===== config.mk =====
export PLATFORM = sky130hd
export DESIGN_NAME = prince_ti_share_pipe
export DESIGN_NICKNAME = d
export VERILOG_FILES = /design/src/rtl/prince_ti_pkg.sv /design/src/rtl/prince_ti_share_refresh.sv /design/src/rtl/prince_ti_share_pipe.sv
export SDC_FILE = /design/constraint.sdc
export NUM_CORES = 1
export LEC_CHECK = 0
export ABC_AREA = 1
export ABC_CLOCK_PERIOD_IN_PS = 15400
export CORE_MARGIN = 2
export CORE_UTILIZATION = 37
export DETAILED_ROUTE_END_ITERATION = 10
export GPL_ROUTABILITY_DRIVEN = 0
export PLACE_DENSITY_LB_ADDON = 0.15
export SKIP_LAST_GASP = 1
export SYNTH_ARGS = -nofsm -noshare
export SYNTH_HDL_FRONTEND = slang
export SYNTH_SLANG_ARGS = --single-unit

===== constraint.sdc =====
create_clock -name clk -period 15.4 [get_ports clk]
set_clock_uncertainty 0.05 [all_clocks]
set_input_delay 2.31 -clock clk [delete_from_list [all_inputs] [get_ports clk]]
set_output_delay 2.31 -clock clk [all_outputs]
set_load 0.01 [all_outputs]

===== src/rtl/prince_ti_pkg.sv =====
// Shared definitions for the PRINCE threshold-implementation datapath.
// Holds state/share geometry and the skid-buffer state encoding.
package prince_ti_pkg;

  localparam int PRINCE_STATE_W = 64;
  localparam int NIBBLE_W       = 4;
  localparam int NUM_SHARES     = 3;

  // Occupancy of the two-entry skid buffer sitting in front of A5.
  typedef enum logic [1:0] {
    EMPTY = 2'd0,
    ONE   = 2'd1,
    TWO   = 2'd2
  } skid_state_e;

endpackage : prince_ti_pkg


===== src/rtl/prince_ti_share_refresh.sv =====
// Combinational 3-share refresh in front of the share register banks.
// Config macro: SHARE_REFRESH_EN -- when defined, two fresh random masks are
// folded into the shares so that their XOR is preserved; otherwise the shares
// pass through unchanged and rnd is ignored.
module prince_ti_share_refresh
  import prince_ti_pkg::*;
#(
  parameter int WIDTH = PRINCE_STATE_W
) (
  input  logic [WIDTH-1:0]   x1,
  input  logic [WIDTH-1:0]   x2,
  input  logic [WIDTH-1:0]   x3,
  input  logic [2*WIDTH-1:0] rnd,
  output logic [WIDTH-1:0]   s1,
  output logic [WIDTH-1:0]   s2,
  output logic [WIDTH-1:0]   s3
);

`ifdef SHARE_REFRESH_EN
  logic [WIDTH-1:0] r1;
  logic [WIDTH-1:0] r2;

  assign r1 = rnd[WIDTH-1:0];
  assign r2 = rnd[2*WIDTH-1:WIDTH];

  // Each share only ever meets randomness, never another share; the third
  // share absorbs both masks so the XOR of all three is unchanged.
  assign s1 = x1 ^ r1;
  assign s2 = x2 ^ r2;
  assign s3 = x3 ^ r1 ^ r2;
`else
  // Randomness is not needed without refresh; sink it so it is visibly unused.
  logic unused_rnd;
  assign unused_rnd = ^rnd;

  assign s1 = x1;
  assign s2 = x2;
  assign s3 = x3;
`endif

endmodule : prince_ti_share_refresh


===== src/rtl/prince_ti_share_pipe.sv =====
// 3-share register stage feeding the PRINCE TI A5 affine layer.
// Each share lives in its own main/skid flop bank (the glitch barrier before the
// next non-linear stage) and is presented through a valid/ready skid buffer.
// Config macro: SHARE_REFRESH_EN enables share refresh ahead of the banks.
module prince_ti_share_pipe
  import prince_ti_pkg::*;
#(
  parameter int WIDTH = PRINCE_STATE_W,
  parameter int CNT_W = 8
) (
  input  logic               clk,
  input  logic               rst,
  input  logic               in_valid,
  output logic               in_ready,
  input  logic [WIDTH-1:0]   x1,
  input  logic [WIDTH-1:0]   x2,
  input  logic [WIDTH-1:0]   x3,
  input  logic [2*WIDTH-1:0] rnd,
  input  logic               flush,
  output logic               out_valid,
  input  logic               out_ready,
  output logic [WIDTH-1:0]   y1,
  output logic [WIDTH-1:0]   y2,
  output logic [WIDTH-1:0]   y3,
  output logic [CNT_W-1:0]   beat_cnt
);

  skid_state_e state_q;
  skid_state_e state_d;

  logic accept;
  logic emit;
  logic load_main_in;
  logic load_main_skid;
  logic load_skid;

  logic [CNT_W-1:0] cnt_q;

  logic [WIDTH-1:0] s_sh [NUM_SHARES];
  logic [WIDTH-1:0] y_sh [NUM_SHARES];

  // Handshake flags come straight from the state register, so in_ready never
  // has a combinational path from out_ready.
  assign in_ready  = (state_q != TWO);
  assign out_valid = (state_q != EMPTY);

  assign accept = in_valid & in_ready;
  assign emit   = out_valid & out_ready;

  prince_ti_share_refresh #(
    .WIDTH (WIDTH)
  ) u_refresh (
    .x1  (x1),
    .x2  (x2),
    .x3  (x3),
    .rnd (rnd),
    .s1  (s_sh[0]),
    .s2  (s_sh[1]),
    .s3  (s_sh[2])
  );

  // Skid-buffer state register.
  always_ff @(posedge clk or posedge rst) begin
    // NOTE: sequential state uses non-blocking assignments so every flop
    // samples pre-edge values regardless of block evaluation order.
    if (rst) begin
      state_q <= EMPTY;
    end else begin
      state_q <= state_d;
    end
  end

  // Next-state and bank load strobes; flush wins over every other transition
  // and suppresses all loads, so a beat offered in that cycle is dropped.
  always_comb begin
    // NOTE: every output of this block gets a default first, so no path
    // leaves a signal unassigned and no latch is inferred.
    state_d        = state_q;
    load_main_in   = 1'b0;
    load_main_skid = 1'b0;
    load_skid      = 1'b0;

    if (flush) begin
      state_d = EMPTY;
    end else begin
      case (state_q)
        EMPTY: begin
          if (accept) begin
            state_d      = ONE;
            load_main_in = 1'b1;
          end
        end
        ONE: begin
          case ({accept, emit})
            2'b11: load_main_in = 1'b1;
            2'b10: begin
              state_d   = TWO;
              load_skid = 1'b1;
            end
            2'b01: state_d = EMPTY;
            default: state_d = ONE;
          endcase
        end
        TWO: begin
          if (emit) begin
            state_d        = ONE;
            load_main_skid = 1'b1;
          end
        end
        default: state_d = EMPTY;
      endcase
    end
  end

  // One independent main/skid bank per share; no bank ever sees another share.
  for (genvar i = 0; i < NUM_SHARES; i++) begin : g_share
    logic [WIDTH-1:0] main_q;
    logic [WIDTH-1:0] skid_q;

    // Main entry drives A5; skid entry catches the beat that arrives under stall.
    always_ff @(posedge clk or posedge rst) begin
      // NOTE: the data banks are reset on purpose: reset must clear y* and
      // leave no stale share material behind in either entry.
      if (rst) begin
        main_q <= '0;
        skid_q <= '0;
      end else begin
        if (load_main_in) begin
          main_q <= s_sh[i];
        end else if (load_main_skid) begin
          main_q <= skid_q;
        end
        if (load_skid) begin
          skid_q <= s_sh[i];
        end
      end
    end

    assign y_sh[i] = main_q;
  end

  assign y1 = y_sh[0];
  assign y2 = y_sh[1];
  assign y3 = y_sh[2];

  // Accepted-beat counter; a beat discarded by flush is not counted.
  always_ff @(posedge clk or posedge rst) begin
    if (rst) begin
      cnt_q <= '0;
    end else if (accept && !flush) begin
      cnt_q <= cnt_q + CNT_W'(1);
    end
  end

  assign beat_cnt = cnt_q;

endmodule : prince_ti_share_pipe


Word level (Yosys, flattened, before mapping)
Cells that the tools add are included.
Widths: inputs -> output; s select.
{ "word_totals": {"elab_cells": 47, "regBits": 394, "in_bits": 325} }
{ "classes": {"n_eq_ne": 9, "muxes": 21, "bitwise_logic": 2, "addsub": 1, "n_reduce_logical": 6} }
{ "op_table": {"columns": ["op", "n"], "rows": [
  ["$mux 64", 6],
  ["$pmux 2 s3", 2],
  ["$mux 1", 9],
  ["$ne 3x3->1 const B", 3],
  ["$add 8x1->8 const B", 1],
  ["$eq 2x2->1 const B", 3],
  ["$mux 2", 3],
  ["$eq 2x1->1 const B", 2],
  ["$reduce_bool 2->1", 2],
  ["$reduce_and 3->1", 1],
  ["$and 1x1->1", 2],
  ["$logic_not 2->1", 1],
  ["$ne 2x2->1 const B", 1],
  ["$pmux 1 s2", 1],
  ["$logic_and 1x1->1", 1],
  ["$logic_not 1->1", 1]
]} }

Depth between registers and ports, before layout
Gate-level depths: netlist (run 1).
{ "depth": {"word_depth": 7, "depth_mapped": 10, "depth_no_buf": 7} }

Hierarchy
A second synthesis (run 1) with hierarchy kept.
{ "hier_totals": {"cells_unflattened": 2174, "area_unflattened_um2": 18656.6} }
{ "modules_own_cells": {"columns": ["mod", "instances", "seq_area_each_um2", "cells_each", "area_per_inst_um2"], "rows": [
  ["prince_ti_share_pipe", 1, 9859.5, 1982, 17215.3],
  ["prince_ti_share_refresh", 1, 0.0, 192, 1441.4]
]} }

Least setup slack after synthesis (run 1)
OpenSTA, ideal clock, no wires.
{ "synth_path": {"path_type": "input-to-reg", "start": "in out_ready", "end": "reg g_share[0].main_q[17] (netlist: y1[17])", "arrival_time_ns": 3.198, "t_required_ns": 15.233, "path_stages": 10, "setup_ns": 0.117, "path_slack_ns": 12.036, "cell_sequence": "inv_2 > nand2_1 > nand2_2 > buf_6 > nor2_2 > buf_4 > buf_6 > nand2_1 > nand2_1 > nand2_1"} }
{ "synth_between": {"elab_chain_len": 6, "elab_cells_between_ends": 10, "cone_classes": "eq/ne: 1; mux: 7; bitwise: 1; reduce/logical: 1"} }
{ "synth_lines": {"columns": ["element", "line_no", "text"], "rows": [
  ["from (decl)", "prince_ti_share_pipe.sv:21", "input logic out_ready,"],
  ["$and 1x1->1 *", "prince_ti_share_pipe.sv:48", "assign emit = out_valid & out_ready;"],
  ["$eq 2x2->1", "prince_ti_share_pipe.sv:94", "case ({accept, emit})"],
  ["$mux 1", "prince_ti_share_pipe.sv:94", null],
  ["$pmux 1 s2", "prince_ti_share_pipe.sv:86", "case (state_q)"],
  ["$mux 1", "prince_ti_share_pipe.sv:83", "if (flush) begin"],
  ["$mux 64 / $reduce_bool 2->1 (equally long branches)", null, null],
  ["to (signal assigned)", "prince_ti_share_pipe.sv:129", "main_q <= s_sh[i];"],
  ["to (signal assigned)", "prince_ti_share_pipe.sv:131", "main_q <= skid_q;"],
  ["to (decl)", "prince_ti_share_pipe.sv:117", "logic [WIDTH-1:0] main_q;"]
]} }
Every way passes the cells marked *; elsewhere a longest branch is shown, timed or not.
A chain may end at the register's enable or synchronous reset.

Worst setup path after layout (run 1)
{ "layout_path": {"start": "in flush", "end": "reg g_share[0].skid_q[51]"} }
{ "layout_between": {"elab_chain_len": 1} }
{ "layout_lines": {"columns": ["element", "line_no", "text"], "rows": [
  ["from (decl)", "prince_ti_share_pipe.sv:19", "input logic flush,"],
  ["$mux 1", "prince_ti_share_pipe.sv:83", null],
  ["to (signal assigned)", "prince_ti_share_pipe.sv:134", "skid_q <= s_sh[i];"],
  ["to (decl)", "prince_ti_share_pipe.sv:118", "logic [WIDTH-1:0] skid_q;"]
]} }
No other way between the ends.

==> impl_metrics.ini, run 1 <==
[layout]
drive_gt1_frac = 0.0366
fillers = 5022
nNetsFinal = 3184
regArea_sq_um = 9860
multi_input_area_sq_um = 7570
syn2layout_area_growth_pct = 29.1

[clock_tree]
clockBufferDepth = 3
cts_tree = built
numCtsBuffers = 46
cts_root_buffer = clkbuf_16
post-cts-setup-buffers = 0
htree_levels = 2
postCtsResizedCells = 0
cts_hold_buf = 0
clock_latency_ns = 0.57
clkTransAtPathRegs_ns = 0.06
cts_sinks = 394

[power]
power.switching_uw = 971
seq_power_share = 0.433
switching_share = 0.297
comb_power_share = 0.225
p_per_area_nw_per_um2 = 132
cellLeakagePower_nw = 12.3
p_clk_frac = 0.342
peakVddDrop_uv = 97.3
intPower_mw = 2.30

[routing]
wl_microns = 62800
drt.antenna.violating_nets = 0
wire_per_inst_microns = 17.5
drcViolationCount = 0
vias_per_cell = 4.93
vias = 17700
dr.pass1.iters = 5
drt_iter0_markers = 1418

[run_status]
status = completed

[critical_path]
path_class = input port to flip-flop
cp_data_arrival_time_ns = 6.68
r2r_cells = 9
worstSetupEndpointType = flip-flop
worstReg2RegEnd = g_share[0].skid_q[51]
crit_path_start_kind = input port
startpoint = flush
required_ns = 15.84
r2r_slack_ns = 11.07
crit_fanout = 106
reg2reg_from = state_q[0]

[hold_path]
holdCritStartpoint = g_share[1].skid_q[44]
hp-class = flip-flop to flip-flop
hold_path_end = g_share[1].skid_q[44]
min_path_cells = 2

[timing]
period_minus_slack_ns = 6.23
final.setup.worst_slack_ns = 9.17
slew_violations = 0
setup_viol = 0
hold_viol_final = 0
tightest_slew_ns = 1.13
finalCritPeriodShare = 0.405
slew_headroom = 0.246
fmax_mhz = 160
tns_ns = 0
rsz0062_at_grt = false

[yosys]
netlist_top_cells_area = dfrtp_1 51%, nand2_1 23%, nand3_1 10%
synth_cells = 2583
synth_top_cell_by_area = dfrtp_1
synth-edff-count = 0
yosysMostFrequentCell = nand2_1
synthFlopType = dfrtp_1
netlist_area_sq_um = 19200
synthArstFlopShare = 1.00
ys_seq_area_frac = 0.514
synth_fp_nets = 2909
synth_common_cells = 1190 x nand2_1, 394 x dfrtp_1, 387 x nand3_1
avgSynthCellArea_sq_um = 7.42
synth.top_cell.area_share = 0.514
synthDistinctLibCells = 24
synth-seq-cells = 394
yosys_warnings = 0

[placed_design]
numPortBuffers = 398
place_hpwl_microns = 35600
dp_slack_ns = 8.65

[global_routing]
grt_overflow = 0
grt_pass1_wl_microns = 99500
grt_pass1_vias = 17200
antenna_found_initial = 9
grt_max_degree = 129
track_usage = 0.231

[die]
die-width_microns = 232
rows = 83
start_util = 0.374
die_h_microns = 232
die_area_sq_um = 53700
core_sq_um = 51300
io_pins = 527

[run]
cap_violations = 0
-- worst max-delay path, stage by stage --
cell	delay, ns
clkdlybuf4s50_1	0.57
inv_1	0.15
nand3_4	0.36
buf_4	0.84
nor2_4	0.31
inv_6	0.73
buf_4	0.95
nand2_1	0.15
nand2_1	0.11
-- cells by family (layout without fill, tap and decap cells) --
kind of cell,count (synthesis),after routing,synth area share
adder cells (fa/ha/maj),1,1,0.000652
AO/OA/AOI/OAI,195,195,0.0510
XOR/XNOR,3,3,0.00137
flip-flops,394,394,0.514
buffers and inverters,396,707,0.0937
AND/OR/NAND/NOR,1594,1594,0.339
other,0,9,0
-- power by group through the flow --
stage                     sequential (mW)  combinational (mW)  clock [mW]
after global routing                 1.45               0.821        1.18
after detailed placement             1.43               0.741           0
final                                1.42               0.736        1.12
after CTS                            1.42               0.745        1.14
after floorplan                      1.46               0.314           0
after global placement               1.42               0.732           0
-- per-layer routing --
layer  track usage  up-vias  wire length, microns
li1              -     8594                     -
met1         0.326     8539                 28500
met2         0.356      467                 28700
met3        0.0577       70                  4560
met4        0.0581        6                  1040
met5             0        -                    39
-- layout by cell type (no fill, tap or decap), types with 2 or more instances in the layout --
cell type,instances
o21ai_1,105
bufinv_16,3
nand3b_1,3
clkdlybuf4s50_1,398
inv_1,200
clkinv_2,8
nand2_1,1188
clkbuf_1,12
clkbuf_8,12
nor2_4,3
xor2_1,2
nor2_1,6
inv_6,3
buf_4,19
nand2_4,3
clkbuf_16,47
inv_2,3
nand3_1,387
dfrtp_1,394
diode_2,9
o21ai_0,88
-- how the worst max path moves through the flow --
stage	endpoint	slack, ns
finish	g_share[0].skid_q[51]	9.17
global route	g_share[2].skid_q[32]	8.92
CTS	g_share[0].skid_q[51]	9.24
detailed placement	g_share[0].skid_q[51]	8.65
global placement	g_share[2].skid_q[18]	8.65
floorplan	beat_cnt[0]	2.09
-- registers in the layout, summed over array words and instances (netlist names) --
name	count
g_share.skid_q	192
y1	64
y2	64
y3	64
beat_cnt	8
state_q	2
-- stage by stage --
| step | cells | instance area, sq um | total power, mW | util | hold slack [ns] |
|---|---|---|---|---|---|
| detailed placement | 3490 | 23200 | 2.17 | 0.452 | 0.409 |
| floorplan | 2583 | 19200 | 1.77 | - | 0.393 |
| global route | 3577 | 24700 | 3.45 | 0.482 | 0.439 |
| global placement | 3490 | 23200 | 2.15 | 0.452 | 0.403 |
| finish | 3583 | 24800 | 3.27 | 0.483 | 0.420 |
| CTS | 3574 | 24700 | 3.30 | 0.482 | 0.423 |
-- final cells by class --
class                   count  area share
diodes                      9    0.000910
clock buffers              71      0.0560
clock inverters            13     0.00596
inverters                 206      0.0319
multi-input cells        1793       0.306
flip-flops and latches    394       0.398
well taps                 680      0.0344
repair buffers            417       0.167
No activity file was read; power rests on OpenSTA's default activity.
==> run 2: changes to the inputs <==
ABC_CLOCK_PERIOD_IN_PS = 6000   (was 15400)
clock period = 6 ns   (was 15.4 ns; I/O delays follow)
==> impl_metrics.ini, run 2 (same netlist as run 1, synthesis figures left out) <==
[global_routing]
grt_max_degree = 193
grtUsageMet1 = 0.321
grt_overflow = 0
grt_pass1_wl_microns = 99100
antenna_found_initial = 17
met2_usage = 0.349
grt-busiest-layer = met2
track_usage = 0.232
met3_usage = 0.0693
grt_pass1_vias = 16900

[critical_path]
crit_path_start_kind = input port
worstSetupEndpointType = flip-flop
cpMaxStageDelayCell = buf_4
required_ns = 6.40
crit_top_cell = nand2_1
startpoint = out_ready
reg2reg_from = state_q[0]
crit_chain = clkdlybuf4s50_1, inv_2, nand2_1, nand2_8, nor2_4, buf_4, buf_4, nand2_1, nand2_1, nand2_1
crit_fanout = 105
cp_data_arrival_time_ns = 3.80
path_class = input port to flip-flop
cpPeakStageDelay_ns = 0.64

[routing]
vias = 17900
drcViolationCount = 0
dr.pass1.iters = 7
vias_per_cell = 5.00
wl_microns = 63300
drt_iter0_markers = 1424
wire_per_inst_microns = 17.7
drt.antenna.violating_nets = 0

[die]
rows = 83
core_sq_um = 51300
io_pins = 527
die_h_microns = 232
start_util = 0.374
die_area_sq_um = 53700
die-width_microns = 232

[clock_tree]
cts_root_buffer = clkbuf_16
post-cts-setup-buffers = 0
cts_hold_buf = 0
postCtsResizedCells = 0
clockBufferDepth = 3
numCtsBuffers = 47
clkTransAtPathRegs_ns = 0.06
htree_levels = 2
clock_latency_ns = 0.57
cts_sinks = 394
cts_tree = built

[timing]
period_minus_slack_ns = 3.40
tns_ns = 0
slew_headroom = 0.163
tightest_slew_ns = 1.26
rsz0062_at_grt = false
slew_violations = 0
final.setup.worst_slack_ns = 2.60
setup_viol = 0
fmax_mhz = 294
hold_viol_final = 0
finalCritPeriodShare = 0.567

[power]
peakVddDrop_uv = 186
cellLeakagePower_nw = 12.3
p_per_area_nw_per_um2 = 337
power_mw = 8.36

[hold_path]
hp-class = flip-flop to flip-flop
holdCritStartpoint = g_share[1].skid_q[43]

[layout]
mostFrequentLayoutCells = 1188 x nand2_1, 398 x clkdlybuf4s50_1, 394 x dfrtp_1, 387 x nand3_1, 200 x inv_1
largest_register_ff_count = 192
regMostFlops = g_share.skid_q
drive_gt1_frac = 0.0356
syn2layout_area_growth_pct = 29.6
final_util = 0.484
final_common_cell = nand2_1
nNetsFinal = 3184

[placed_design]
numPortBuffers = 398
dp_slack_ns = 2.00
place_hpwl_microns = 35100

[run_status]
status = completed

[run]
cap_violations = 0
[run 2: cell count changes in the layout (fill, tap and decap cells not counted), sizes merged]
| cell | before | now |
|---|---|---|
| clkbuf | 71 | 77 |
| clkinvlp | 0 | 1 |
| clkinv | 9 | 4 |
| inv | 207 | 205 |
| buf | 19 | 18 |
| diode | 9 | 8 |
| bufinv | 3 | 0 |
[run 2: worst paths after layout]
| path | depth (start not counted) | slack (ns) | end |
|---|---|---|---|
| worst max register to register | 8 | 3.06 | y1[19] |
| worst max-delay path | 10 | 2.60 | y1[5] |
| min in group asynchronous | 2 | 0.76 | beat_cnt[0] |
| max in group asynchronous | 3 | 3.86 | y3[0] |
| worst min-delay path | 2 | 0.42 | g_share[1].skid_q[43] |
| worst min register to register | 2 | 0.42 | g_share[1].skid_q[43] |
[run 2: per-layer routing]
metal | wire, microns | vias to the layer above
li1 | - | 8588
met1 | 27600 | 8597
met2 | 28700 | 570
met3 | 5430 | 104
met4 | 1420 | 18
met5 | 111 | -
[run 2: area by class of cell]
cell class,count,area [sq um]
Clock buffer,77,1500
Clock inverter,4,20.0
Antenna cell,8,20.0
Tap cell,680,851
Inverter,206,787
Timing Repair Buffer,416,4230
Fill cell,5036,26500
Sequential cell,394,9860
Multi-Input combinational cell,1793,7570
[run 2: stage by stage]
stage	area (sq um)	hold WS, ns	instances
4_1_cts	24800	0.422	3570
6_report	24800	0.419	3578
3_3_place_gp	23300	0.404	3489
5_1_grt	24800	0.432	3576
2_1_floorplan	19200	0.393	2583
3_5_place_dp	23300	0.409	3489
[run 2: critical path: cells and delay by family]
| kind | cells | cell delay [ns] |
|---|---|---|
| simple gates | 6 | 1.09 |
| buf+inv | 4 | 1.69 |
[run 2: report_power, final]
part	total [mW]	leakage, nW	internal, mW	switching, mW
Combinational	1.90	6.79	0.917	0.980
Clock	2.83	0.755	1.69	1.14
Sequential	3.64	4.79	3.27	0.365
Total	8.36	12.3	5.88	2.48
==> run 3: changes to the inputs <==
ABC_CLOCK_PERIOD_IN_PS = 3200   (was 6000)
clock period = 3.2 ns   (was 6 ns; I/O delays follow)
==> impl_metrics.ini, run 3 (same netlist as run 1, synthesis figures left out) <==
[run_status]
status = completed

[run]
cap_violations = 0

[critical_path]
reg2reg_from = state_q[0]
worstReg2RegEnd = y1[3]
crit_path_start_kind = flip-flop
required_ns = 2.67
worstSetupEndpointType = primary output
r2r_slack_ns = 1.23
crit_fanout = 5
cp_data_arrival_time_ns = 1.81
endpoint = in_ready
path_class = flip-flop to primary output
r2r_cells = 8
startpoint = state_q[0]

[timing]
finalCritPeriodShare = 0.732
setup_viol = 0
fmax_mhz = 427
tightest_slew_ns = 0.925
slew_headroom = 0.383
hold_viol_final = 0
tns_ns = 0
rsz0062_at_grt = false
period_minus_slack_ns = 2.34
slew_violations = 0

[clock_tree]
postCtsResizedCells = 0
post-cts-setup-buffers = 0
htree_levels = 2
cts_hold_buf = 0
cts_root_buffer = clkbuf_16
clkTransAtPathRegs_ns = 0.06
cts_sinks = 394
clock_latency_ns = 0.58
numCtsBuffers = 46
clockBufferDepth = 3
cts_tree = built

[routing]
vias = 17800
dr.pass1.iters = 5
vias_per_cell = 4.95
wl_microns = 62600
drt_iter0_markers = 1226
wire_per_inst_microns = 17.4
drt.antenna.violating_nets = 0
drcViolationCount = 0

[global_routing]
grt_overflow = 0
grt_pass1_vias = 17300
track_usage = 0.231
grt_max_degree = 119
met2_usage = 0.355
met3_usage = 0.0582
grt_pass1_wl_microns = 99300
grtUsageMet1 = 0.320
grt-busiest-layer = met2
antenna_found_initial = 11

[layout]
mostFrequentLayoutCells = 1188 x nand2_1, 398 x clkdlybuf4s50_1, 394 x dfrtp_1, 387 x nand3_1, 200 x inv_1
drive_gt1_frac = 0.0456
regMostFlops = g_share.skid_q
syn2layout_area_growth_pct = 31.9
nNetsFinal = 3204
largest_register_ff_count = 192
final_common_cell = nand2_1

[power]
cellLeakagePower_nw = 12.6
peakVddDrop_uv = 384
power_mw = 16.0
p_per_area_nw_per_um2 = 632

[die]
die-width_microns = 232
io_pins = 527
core_sq_um = 51300
die_h_microns = 232
rows = 83
start_util = 0.374
die_area_sq_um = 53700

[placed_design]
place_hpwl_microns = 36700
numPortBuffers = 398

[hold_path]
hp-class = input port to asynchronous set/reset pin
[run 3: cell count changes in the layout (fill, tap and decap cells not counted), sizes merged]
cell,previous run,this run
bufinv,0,4
clkinvlp,1,2
buf,18,39
clkbuf,77,69
clkinv,4,11
diode,8,6
[run 3: cell type report]
cell class / count / area (sq um)
antenna: 6 / 15.0
clock buffer: 69 / 1420
clock inverter: 16 / 205
fill: 4977 / 26000
inverter: 206 / 787
multi-input combinational: 1793 / 7570
sequential: 394 / 9860
tap: 680 / 851
timing repair buffer: 437 / 4590
[run 3: per-layer routing]
| metal | wire [microns] | up-vias |
|---|---|---|
| met5 | 75 | - |
| met4 | 1490 | 12 |
| met3 | 4600 | 106 |
| met2 | 28500 | 502 |
| met1 | 27900 | 8592 |
| li1 | - | 8624 |
[run 3: report_power, final]
group          internal [mW]  switching (mW)  leakage [nW]
clock network           3.39            2.19         0.807
registers               6.13           0.700          4.79
logic                   1.76            1.82          6.96
total                   11.3            4.71          12.6
[run 3: stage by stage]
step	hold slack, ns	worst slack [ns]	utilization	area, sq um	std cells
5_1_grt	0.244	0.773	0.493	25300	3599
2_1_floorplan	0.393	-2.63	-	19200	2583
6_report	0.223	0.858	0.493	25300	3601
4_1_cts	0.202	0.812	0.493	25300	3595
3_5_place_dp	0.409	0.653	0.461	23700	3510
3_3_place_gp	0.403	0.679	0.461	23700	3510
[run 3: critical path, cell delays in order (launching register included)]
cell	delay [ns]
dfrtp_1	0.40
inv_2	0.07
nand2_4	0.12
clkdlybuf4s50_1	0.65
[run 3: worst min path at each step]
stage | depth (start not counted) | start | slack [ns] | to
after detailed placement | 2 | g_share[1].skid_q[63] | 0.41 | g_share[1].skid_q[63]
final | 2 | rst | 0.22 | y1[59]
after floorplan | 2 | g_share[0].skid_q[0] | 0.39 | g_share[0].skid_q[0]
after CTS | 2 | rst | 0.20 | y1[56]
after global placement | 2 | g_share[1].skid_q[48] | 0.40 | g_share[1].skid_q[48]
after global routing | 2 | rst | 0.24 | y1[59]
